<file path="src/rtl/instruction_fetch_stage_if.sv">
// ============================================================================
// instruction_fetch_stage_if
// Fetch-stage bus: control inputs, instruction memory port, IF/ID and EPC.
// Revision: 1.0
// ============================================================================
`default_nettype none

interface instruction_fetch_stage_if;
   logic        Stall;
   logic        RedirectValid;
   logic [31:0] RedirectTarget;
   logic        RedirectIsJr;
   logic        IrqRequest;
   logic        ExceptRequest;
   logic [31:0] Address;
   logic [31:0] Instruction;
   logic [31:0] IF_ID_Instruction;
   logic [31:0] IF_ID_PC;
   logic [31:0] IF_ID_PCPlus4;
   logic        IF_ID_Valid;
   logic [31:0] EPC;
   logic        EPCWrite;

   // master: the fetch stage itself
   modport master (
      input  Stall, RedirectValid, RedirectTarget, RedirectIsJr,
             IrqRequest, ExceptRequest, Instruction,
      output Address, IF_ID_Instruction, IF_ID_PC, IF_ID_PCPlus4,
             IF_ID_Valid, EPC, EPCWrite
   );

   // slave: hazard unit, decode, instruction memory
   modport slave (
      output Stall, RedirectValid, RedirectTarget, RedirectIsJr,
             IrqRequest, ExceptRequest, Instruction,
      input  Address, IF_ID_Instruction, IF_ID_PC, IF_ID_PCPlus4,
             IF_ID_Valid, EPC, EPCWrite
   );
endinterface

`default_nettype wire

</file>
<file path="src/rtl/instruction_fetch_stage.sv">
// ============================================================================
// instruction_fetch_stage
// MIPS fetch stage: PC, next-PC arbitration, IF/ID register, EPC capture.
// Optional macro FETCH_IRQ_EN enables the external interrupt path.
// Revision: 1.0
// ============================================================================
`default_nettype none

module instruction_fetch_stage #(
   parameter logic [31:0] RESET_PC   = 32'h8000_0000,
   parameter logic [31:0] IRQ_VECTOR = 32'h8000_0004,
   parameter logic [31:0] EXC_VECTOR = 32'h8000_0008
) (
   input  wire logic                  clk,
   input  wire logic                  reset,
   instruction_fetch_stage_if.master  fif
);

   logic [31:0] r_pc;
   logic [31:0] r_if_id_instruction;
   logic [31:0] r_if_id_pc;
   logic [31:0] r_if_id_pcplus4;
   logic        r_if_id_valid;
   logic [31:0] r_epc;
   logic        r_epc_write;

   logic [31:0] w_pc_plus4;
   logic [31:0] w_redirect_target;
   logic        w_irq_take;
   logic        w_trap;

   // Kernel flag survives the increment; only the low 31 bits wrap.
   assign w_pc_plus4 = {r_pc[31], r_pc[30:0] + 31'd4};

   // A register jump from user mode must not reach kernel space.
   assign w_redirect_target = (fif.RedirectIsJr && !r_pc[31])
                            ? {1'b0, fif.RedirectTarget[30:0]}
                            : fif.RedirectTarget;

`ifdef FETCH_IRQ_EN
   assign w_irq_take = fif.IrqRequest && !r_pc[31];
`else
   logic w_unused_irq;
   assign w_irq_take   = 1'b0;
   assign w_unused_irq = fif.IrqRequest ^ (^IRQ_VECTOR);
`endif

   assign w_trap = fif.ExceptRequest || w_irq_take;

   always_ff @(posedge clk) begin
      if (reset) begin
         r_pc                <= RESET_PC;
         r_if_id_instruction <= 32'd0;
         r_if_id_pc          <= 32'd0;
         r_if_id_pcplus4     <= 32'd0;
         r_if_id_valid       <= 1'b0;
         r_epc               <= 32'd0;
         r_epc_write         <= 1'b0;
      end else begin
         r_epc_write <= 1'b0;
         if (w_trap || fif.RedirectValid) begin
            r_if_id_instruction <= 32'd0;
            r_if_id_pc          <= 32'd0;
            r_if_id_pcplus4     <= 32'd0;
            r_if_id_valid       <= 1'b0;
         end else if (!fif.Stall) begin
            r_if_id_instruction <= fif.Instruction;
            r_if_id_pc          <= r_pc;
            r_if_id_pcplus4     <= w_pc_plus4;
            r_if_id_valid       <= 1'b1;
         end

         if (w_trap) begin
`ifdef FETCH_IRQ_EN
            r_pc <= fif.ExceptRequest ? EXC_VECTOR : IRQ_VECTOR;
`else
            r_pc <= EXC_VECTOR;
`endif
            // Return to the oldest instruction not yet completed.
            if (fif.RedirectValid)
               r_epc <= w_redirect_target;
            else if (r_if_id_valid)
               r_epc <= r_if_id_pc;
            else
               r_epc <= r_pc;
            r_epc_write <= 1'b1;
         end else if (fif.RedirectValid) begin
            r_pc <= w_redirect_target;
         end else if (!fif.Stall) begin
            r_pc <= w_pc_plus4;
         end
      end
   end

   assign fif.Address           = r_pc;
   assign fif.IF_ID_Instruction = r_if_id_instruction;
   assign fif.IF_ID_PC          = r_if_id_pc;
   assign fif.IF_ID_PCPlus4     = r_if_id_pcplus4;
   assign fif.IF_ID_Valid       = r_if_id_valid;
   assign fif.EPC               = r_epc;
   assign fif.EPCWrite          = r_epc_write;

endmodule

`default_nettype wire

</file>
<file path="src/flat_wrapper.sv">
// flat-port wrapper written by rule: the top's interface ports become plain ports
module instruction_fetch_stage_flat 
#(
   parameter logic [31:0] RESET_PC   = 32'h8000_0000,
   parameter logic [31:0] IRQ_VECTOR = 32'h8000_0004,
   parameter logic [31:0] EXC_VECTOR = 32'h8000_0008
)
  (clk, reset, fif_Stall, fif_RedirectValid, fif_RedirectTarget, fif_RedirectIsJr, fif_IrqRequest, fif_ExceptRequest, fif_Instruction, fif_Address, fif_IF_ID_Instruction, fif_IF_ID_PC, fif_IF_ID_PCPlus4, fif_IF_ID_Valid, fif_EPC, fif_EPCWrite);
  instruction_fetch_stage_if fif_i ();
  input  wire logic clk;
  input  wire logic reset;
  input wire logic [$bits(fif_i.Stall)-1:0] fif_Stall;
  input wire logic [$bits(fif_i.RedirectValid)-1:0] fif_RedirectValid;
  input wire logic [$bits(fif_i.RedirectTarget)-1:0] fif_RedirectTarget;
  input wire logic [$bits(fif_i.RedirectIsJr)-1:0] fif_RedirectIsJr;
  input wire logic [$bits(fif_i.IrqRequest)-1:0] fif_IrqRequest;
  input wire logic [$bits(fif_i.ExceptRequest)-1:0] fif_ExceptRequest;
  input wire logic [$bits(fif_i.Instruction)-1:0] fif_Instruction;
  output wire logic [$bits(fif_i.Address)-1:0] fif_Address;
  output wire logic [$bits(fif_i.IF_ID_Instruction)-1:0] fif_IF_ID_Instruction;
  output wire logic [$bits(fif_i.IF_ID_PC)-1:0] fif_IF_ID_PC;
  output wire logic [$bits(fif_i.IF_ID_PCPlus4)-1:0] fif_IF_ID_PCPlus4;
  output wire logic [$bits(fif_i.IF_ID_Valid)-1:0] fif_IF_ID_Valid;
  output wire logic [$bits(fif_i.EPC)-1:0] fif_EPC;
  output wire logic [$bits(fif_i.EPCWrite)-1:0] fif_EPCWrite;
  assign fif_i.Stall = fif_Stall;
  assign fif_i.RedirectValid = fif_RedirectValid;
  assign fif_i.RedirectTarget = fif_RedirectTarget;
  assign fif_i.RedirectIsJr = fif_RedirectIsJr;
  assign fif_i.IrqRequest = fif_IrqRequest;
  assign fif_i.ExceptRequest = fif_ExceptRequest;
  assign fif_i.Instruction = fif_Instruction;
  assign fif_Address = fif_i.Address;
  assign fif_IF_ID_Instruction = fif_i.IF_ID_Instruction;
  assign fif_IF_ID_PC = fif_i.IF_ID_PC;
  assign fif_IF_ID_PCPlus4 = fif_i.IF_ID_PCPlus4;
  assign fif_IF_ID_Valid = fif_i.IF_ID_Valid;
  assign fif_EPC = fif_i.EPC;
  assign fif_EPCWrite = fif_i.EPCWrite;
  instruction_fetch_stage #(.RESET_PC(RESET_PC), .IRQ_VECTOR(IRQ_VECTOR), .EXC_VECTOR(EXC_VECTOR)) u_core (.clk(clk), .reset(reset), .fif(fif_i));
endmodule
</file>
<file path="config.mk">
export PLATFORM = sky130hd
export DESIGN_NAME = instruction_fetch_stage_flat
export DESIGN_NICKNAME = d
export VERILOG_FILES = /design/src/rtl/instruction_fetch_stage_if.sv /design/src/rtl/instruction_fetch_stage.sv /design/src/flat_wrapper.sv
export SDC_FILE = /design/constraint.sdc
export NUM_CORES = 1
export LEC_CHECK = 0
export CORE_ASPECT_RATIO = 0.75
export CORE_UTILIZATION = 47
export DETAILED_ROUTE_END_ITERATION = 8
export PLACE_DENSITY = 0.81
export SYNTH_ARGS = -nofsm -noshare
export SYNTH_HDL_FRONTEND = slang
export SYNTH_SLANG_ARGS = --single-unit
</file>
<file path="constraint.sdc">
create_clock -name clk -period 2.15 [get_ports clk]
set_input_delay 0.215 -clock clk [delete_from_list [all_inputs] [get_ports clk]]
set_output_delay 0.215 -clock clk [all_outputs]
set_load 0.1 [all_outputs]
</file>
==> results of run 1 <==
[flip-flops by register name, indices dropped and copies added (netlist names), named ones only]
name,count
u_core.fif.Address,30
u_core.fif.IF_ID_Valid,1
u_core.fif.IF_ID_PCPlus4,32
u_core.fif.EPCWrite,1
u_core.fif.IF_ID_Instruction,32
u_core.fif.EPC,32
u_core.fif.IF_ID_PC,29
[synthesized netlist by cell type (2+ instances only)]
cell type    n
buf_1        7
nor3_1      10
and2_1       2
buf_2       23
mux2i_1     97
clkbuf_1    31
nand2_1     88
a211oi_1     8
nand2b_1    18
or4_1        2
and4_1       7
buf_6       11
o21ai_0     35
nand4_1      9
inv_1       10
o211ai_1     8
nor2_1     106
or3_1        4
nand3_1     23
o21a_1       2
nor4_4       3
xnor2_1     40
nor4_1       6
a21oi_1     76
or2_1        2
nor4_2       4
buf_4       10
mux2_2       2
xor2_1       5
o22ai_1      4
a311oi_1     3
a21boi_0     3
dfxtp_1    159
[area by class of cell]
cell class / instances / area (µm²) / area share [%]
Clock buffer: 20 / 468 / 4.69
Multi-Input combinational cell: 582 / 3650 / 36.6
Timing Repair Buffer: 256 / 2130 / 21.4
Sequential cell: 159 / 3230 / 32.3
Inverter: 10 / 37.5 / 0.376
Tap cell: 205 / 256 / 2.57
Clock inverter: 12 / 204 / 2.04
[layout by cell type (no fill, tap or decap), types with 4 or more instances in the layout]
master	Yosys	layout
buf_4	10	184
dfxtp_1	159	131
nor2_1	106	105
mux2i_1	97	97
nand2_1	88	87
a21oi_1	76	76
clkdlybuf4s50_1	0	66
xnor2_1	40	40
o21ai_0	35	35
dfxtp_2	0	25
nand3_1	23	23
nand2b_1	18	18
clkbuf_16	0	18
nor3_1	10	10
inv_1	10	9
nand4_1	9	9
a211oi_1	8	8
o211ai_1	8	8
and4_1	7	7
nor4_1	6	6
xor2_1	5	5
bufinv_16	0	5
or3_1	4	4
nor4_2	4	4
o22ai_1	4	4
buf_12	0	4
[path summary, 6_finish.rpt]
check,endpoint,cells past startpoint
worst max-delay path,u_core.fif.Address[22]$_SDFFE_PP0P_,6
worst min-delay path,u_core.fif.EPC[31]$_SDFFE_PP0P_,2
worst max register to register,u_core.fif.Address[22]$_SDFFE_PP0P_,6
worst min register to register,u_core.fif.EPC[3]$_SDFFE_PP0P_,2
[critical path, cell delays in order, from the launching register on]
cell and delay (ns):
dfxtp_4 0.40, ha_1 0.27, and4_1 0.33, nand3_4 0.20, nor4_4 0.31, mux2i_1 0.22, o22ai_1 0.09
[per-stage QoR]
step,hold WS [ns],utilization [%],instances,setup slack (ns),instance area [µm²]
2_1_floorplan,0.359,-,833,0.0332,7360
3_5_place_dp,0.453,61.1,1212,0.194,9300
6_report,0.0705,65.5,1244,0.178,9970
5_1_grt,0.0729,65.5,1244,0.0384,9970
3_3_place_gp,0.447,61.1,1212,0.221,9300
4_1_cts,0.0586,65.5,1244,0.181,9970
[layer usage]
metal  share of wire [%]  GRT usage (%)
met4                 1.6           9.30
met3                 9.1           7.86
met1                  43           35.8
met2                  46           44.0
met5                   0              0
[cell families (layout without fill, tap and decap cells)]
| kind of cell | after synthesis | count (layout) | synth area share (%) |
|---|---|---|---|
| simple gates | 295 | 295 | 19.9 |
| flops | 159 | 159 | 43.5 |
| compound gates | 142 | 142 | 10.8 |
| mux | 99 | 99 | 13.6 |
| buf+inv | 92 | 298 | 6.75 |
| xor+xnor | 45 | 45 | 5.38 |
| fa+ha+maj | 1 | 1 | 0.171 |
[where the power goes]
group	internal, mW	switching [mW]
registers	3.03	0.0992
logic	0.402	0.977
clock network	2.17	1.26
==> metrics.txt, run 1 <==
status=complete, no violations; worst path required time=2.45 ns; number of synthesized flops with an enable pin=0; RSZ-0062 raised after global routing=no; leakage=4.08 nW; via/cell ratio=roughly 5.4; slew margin rel.=56.8%; synth unique cells=48; Clock Tree Root=clkbuf_16; Layout Nets=1,098; Setup violations, final=0; share of cells above drive strength 1=25.9%; Num CTS Buffers=17; starting density of the core=48.1%; vias in the first global route=about 6,300; FFs w/ async S/R, synth=0%; max-capacitance violation count=0; critical path launch point type=flip-flop; Final period util=about nine tenths; synth warn=0; Die Span Y=~110 µm; Mapped Area=7320 µm²; ant diodes=0; #FFs+latches synth=159; Design Power=7.94 mW; FP Rows=39; Final Hold Fails=0; Detail Placement HPWL=roughly 15,000 µm; area leader, netlist=dfxtp_1; pwr dens=796 nW/µm²; overall die width=146 µm; largest net degree at the start of global routing=98; Seq/Total Area, Yosys=43.5%; Layout area overhead=36.2%; Reg clk slew, reported paths=approximately 0.060 ns; Via Count=6,671; Die ar.=16,100 µm²; final wirelength=22,200 µm; GPL Wtd Cong=0.845; Starting DRT DRC Count=slightly below 500; maximum vdd drop=673 µV; DRT Pass-1 Iters=5; Reg2Reg Launch Point=u_core.fif.Address[2]$_SDFFE_PP0P_; R2R setup slack=0.18 ns; htree depth=4; HP Class=in -> reg; Top Ports=233; fin. max-slew vios=0; clock buffer depth=2; CTS tree=built; overall routing resource usage=27.5%; Synth top area share=43.5%; fillers=roughly 1,300; initial antenna violation count=0; Critical Path Source=u_core.fif.Address[2]$_SDFFE_PP0P_; ys flop type=dfxtp_1; DR WL/cell=17.9 µm; clock latency on the worst-skew pair=0.43 ns; worst-path fanout max=10; synthesized instance count=833; Crit. End Element=flip-flop; I/O Buffers=231; syn avg cell area=8.79 µm²; Synth Net Count=905; setup TNS=0 ns; Worst Skew=0.00769 ns; first-pass GRT wire length=between 30,000 and 40,000 µm; Final min period=1.97 ns; Hold Crit Start=reset; number of setup buffers added after CTS=0; critical path class=reg -> reg; GR Overflow Total=0; Hold Buf Count CTS=0; CORE AREA=15,200 µm²; largest cells by area after synthesis=dfxtp_1 43%, mux2i_1 13%, nor2_1 5.4%; PostCTS Resize Cnt=0; CP arrival=2.27 ns; Tightest Pin Transition=0.647 ns; Sink Count=between 150 and 200; ANT nets after route=0; fmax=507 MHz; drc violations=0
No activity file was read; power rests on OpenSTA's default activity.
==> inputs of run 2 (changes only) <==
--- a/config.mk
+++ b/config.mk
@@ -5,8 +5,9 @@
 export SDC_FILE = /design/constraint.sdc
 export NUM_CORES = 1
 export LEC_CHECK = 0
+export ABC_AREA = 1
 export CORE_ASPECT_RATIO = 0.75
-export CORE_UTILIZATION = 47
+export CORE_UTILIZATION = 46
 export DETAILED_ROUTE_END_ITERATION = 8
 export PLACE_DENSITY = 0.81
 export SYNTH_ARGS = -nofsm -noshare
==> metrics.txt, run 2 <==
status=complete, no violations; Clock Tree Root=clkbuf_16; CORE AREA=14,600 µm² (-4.1%); count leader, synth=nand2_1; worst-path fanout max=7 (-3); GPL Wtd Cong=0.930 (+10%); overall die width=144 µm (-1.5%); Seq/Total Area, Yosys=45.8% (+2.3 points); Final period util=77.3% (-14 points); share of cells above drive strength 1=20.7% (-5.2 points); first-pass GRT wire length=34,800 µm (+1.6%); FP Rows=38 (-2.6%); HP Class=in -> reg; CP cell instances=ha_1, nand2_2, nor2_4, nand2_2, nor2_2, nand2_1, nand3_1, nand3_1; max-capacitance violation count=0 (unchanged); slew margin rel.=62.7% (+5.8 points); Final min period=1.66 ns (-0.311 ns); Slowest-stage cell, CP=dfxtp_2; synth unique cells=28 (-42%); Synth top area share=45.8% (+2.3 points); #FFs+latches synth=159 (unchanged); ANT nets after route=0 (unchanged); area leader, netlist=dfxtp_1; Reg clk slew, reported paths=0.07 ns (about the same); Tightest Pin Transition=0.559 ns (-0.0883 ns); maximum vdd drop=523 µV (-22%); WP buf/inv=0 (unchanged); GR Overflow Total=0 (unchanged); clock buffer depth=2 (unchanged); number of setup buffers added after CTS=0 (unchanged); Detail Placement HPWL=15,500 µm (+1.6%); CP arrival=1.97 ns (-0.30 ns); Layout Nets=1,276 (+16%); Top delay family on crit path=simple AND/OR/NAND/NOR gates; Synth Net Count=1,062 (+17%); Synth top cells by count=341 x nand2_1, 159 x dfxtp_1, 78 x a21oi_1; starting density of the core=47.7% (-0.45 points); PostCTS Resize Cnt=0 (unchanged); fillers=1,262 (-3.1%); pwr dens=750 nW/µm² (-5.8%); most frequent cells in the layout=340 x nand2_1, 186 x buf_4, 157 x dfxtp_1; fin. max-slew vios=0 (unchanged); R2R setup slack=0.49 ns (+0.31 ns); largest net degree at the start of global routing=42 (-57%); I/O Buffers=231 (unchanged); DRT Pass-1 Iters=6 (+1); htree depth=4 (unchanged); FFs w/ async S/R, synth=0% (unchanged); commonest non-fill, non-tap cell in the layout=nand2_1; largest cells by area after synthesis=dfxtp_1 46%, nand2_1 18%, a21oi_1 5.6%; worst path required time=2.45 ns (about the same); ant diodes=0 (unchanged); Top Ports=233 (unchanged); Sink Count=159 (unchanged); vias in the first global route=6,784 (+6.9%); final hold slack=0.250 ns (+0.179 ns); drc violations=0 (unchanged); Layout area overhead=38.4%; number of synthesized flops with an enable pin=0 (unchanged); Crit. End Element=flip-flop; cell area after placement=9050 µm² (-2.7%); CTS tree=built; Setup violations, final=0 (unchanged); leakage=4.27 nW (+4.7%); via/cell ratio=5.15 (-3.9%); critical path launch point type=flip-flop; Mapped Area=6960 µm² (-5.0%); DR WL/cell=15.5 µm (-13%); setup TNS=0 ns (unchanged); Via Count=7,300 (+9.4%); syn avg cell area=7.03 µm² (-20%); Worst Skew=0.00887 ns (+0.00119 ns); Final Hold Fails=0 (unchanged); Hold Buf Count CTS=0 (unchanged); fmax=602 MHz (+19%); Hold Crit Depth=3 (+1); clock latency on the worst-skew pair=0.42 ns (about the same); initial antenna violation count=0 (unchanged); synth warn=0 (unchanged); RSZ-0062 raised after global routing=no; Register-to-Register Path Depth=8 (+2); Die ar.=15,600 µm² (-2.9%); critical path class=reg -> reg; Die Span Y=108 µm (-1.5%); Starting DRT DRC Count=585 (+21%); overall routing resource usage=28.8% (+1.3 points); CP Depth=8 (+2); final wirelength=22,000 µm (-1.2%); ys flop type=dfxtp_1; synthesized instance count=990 (+19%); max incr delay on CP=0.41 ns (about the same); final instance area=9630 µm² (-3.5%); Num CTS Buffers=17 (unchanged)
-- run 2: cell count changes after synthesis, moves of 15 or more --
cell,previous run,this run
nand2_1,88,341
nand2b_1,18,0
nor2_1,106,66
o21a_1,2,26
o21ai_0,35,77
inv_1,10,60
mux2i_1,97,0
nand3_1,23,53
xnor2_1,40,0
o21ai_1,1,16
-- run 2: worst paths after layout --
| check | start | endpoint |
|---|---|---|
| worst max-delay path | u_core.fif.Address[3]$_SDFFE_PP0P_ | u_core.fif.Address[16]$_SDFFE_PP0P_ |
| worst min-delay path | fif_Stall | u_core.fif.IF_ID_Instruction[28]$_SDFFE_PP0N_ |
| worst min register to register | u_core.fif.IF_ID_PCPlus4[25]$_SDFFE_PP0N_ | u_core.fif.IF_ID_PCPlus4[25]$_SDFFE_PP0N_ |
| worst max register to register | u_core.fif.Address[3]$_SDFFE_PP0P_ | u_core.fif.Address[16]$_SDFFE_PP0P_ |
-- run 2: routing by layer --
layer  global-route usage, %  vias to the layer above  part of all wire [%]
met4                    7.90                        0                   1.2
met3                    7.13                       20                    10
met5                       0                        -                     0
met2                    43.7                      346                    43
met1                    40.4                     3328                    45
li1                        -                     3606                     -
-- run 2: final cells by class --
| type | count | area [µm²] | area share, % |
|---|---|---|---|
| clock buffer | 22 | 474 | 4.93 |
| clock inverter | 10 | 103 | 1.07 |
| inverter | 65 | 244 | 2.53 |
| multi-input combinational | 705 | 3260 | 33.8 |
| sequential | 159 | 3190 | 33.1 |
| tap | 200 | 250 | 2.60 |
| timing repair buffer | 256 | 2110 | 21.9 |
-- run 2: worst register-to-register path, cell delays in order (launching register included) --
cell and delay [ns]:
dfxtp_2 0.41, ha_1 0.23, nand2_2 0.09, nor2_4 0.15, nand2_2 0.12, nor2_2 0.26
nand2_1 0.10, nand3_1 0.13, nand3_1 0.07
-- run 2: power breakdown --
group	leakage, nW	total (mW)	internal, mW	switching [mW]
clock network	0.266	2.97	1.70	1.26
logic	2.72	1.16	0.320	0.842
registers	1.29	3.09	3.02	0.0706
total	4.27	7.22	5.04	2.18
-- run 2: cell families (layout without fill, tap and decap cells) --
logic type	Yosys count	in the layout	synth area share, %
AND/OR/NAND/NOR	488	488	29.2
flip-flops	159	159	45.8
AO/OA/AOI/OAI	216	216	17.3
buffers and inverters	126	353	7.63
adder cells (fa/ha/maj)	1	1	0.180
-- run 2: per-stage QoR --
stage / cells / setup WS, ns / power [mW] / util (%)
final: 1417 / 0.489 / 7.22 / 65.9
after global routing: 1417 / 0.396 / 7.47 / 65.9
after CTS: 1417 / 0.533 / 7.25 / 65.9
after detailed placement: 1385 / 0.400 / 4.31 / 62.0
after global placement: 1385 / 0.453 / 4.30 / 62.0
after floorplan: 990 / 0.0511 / 3.94 / -
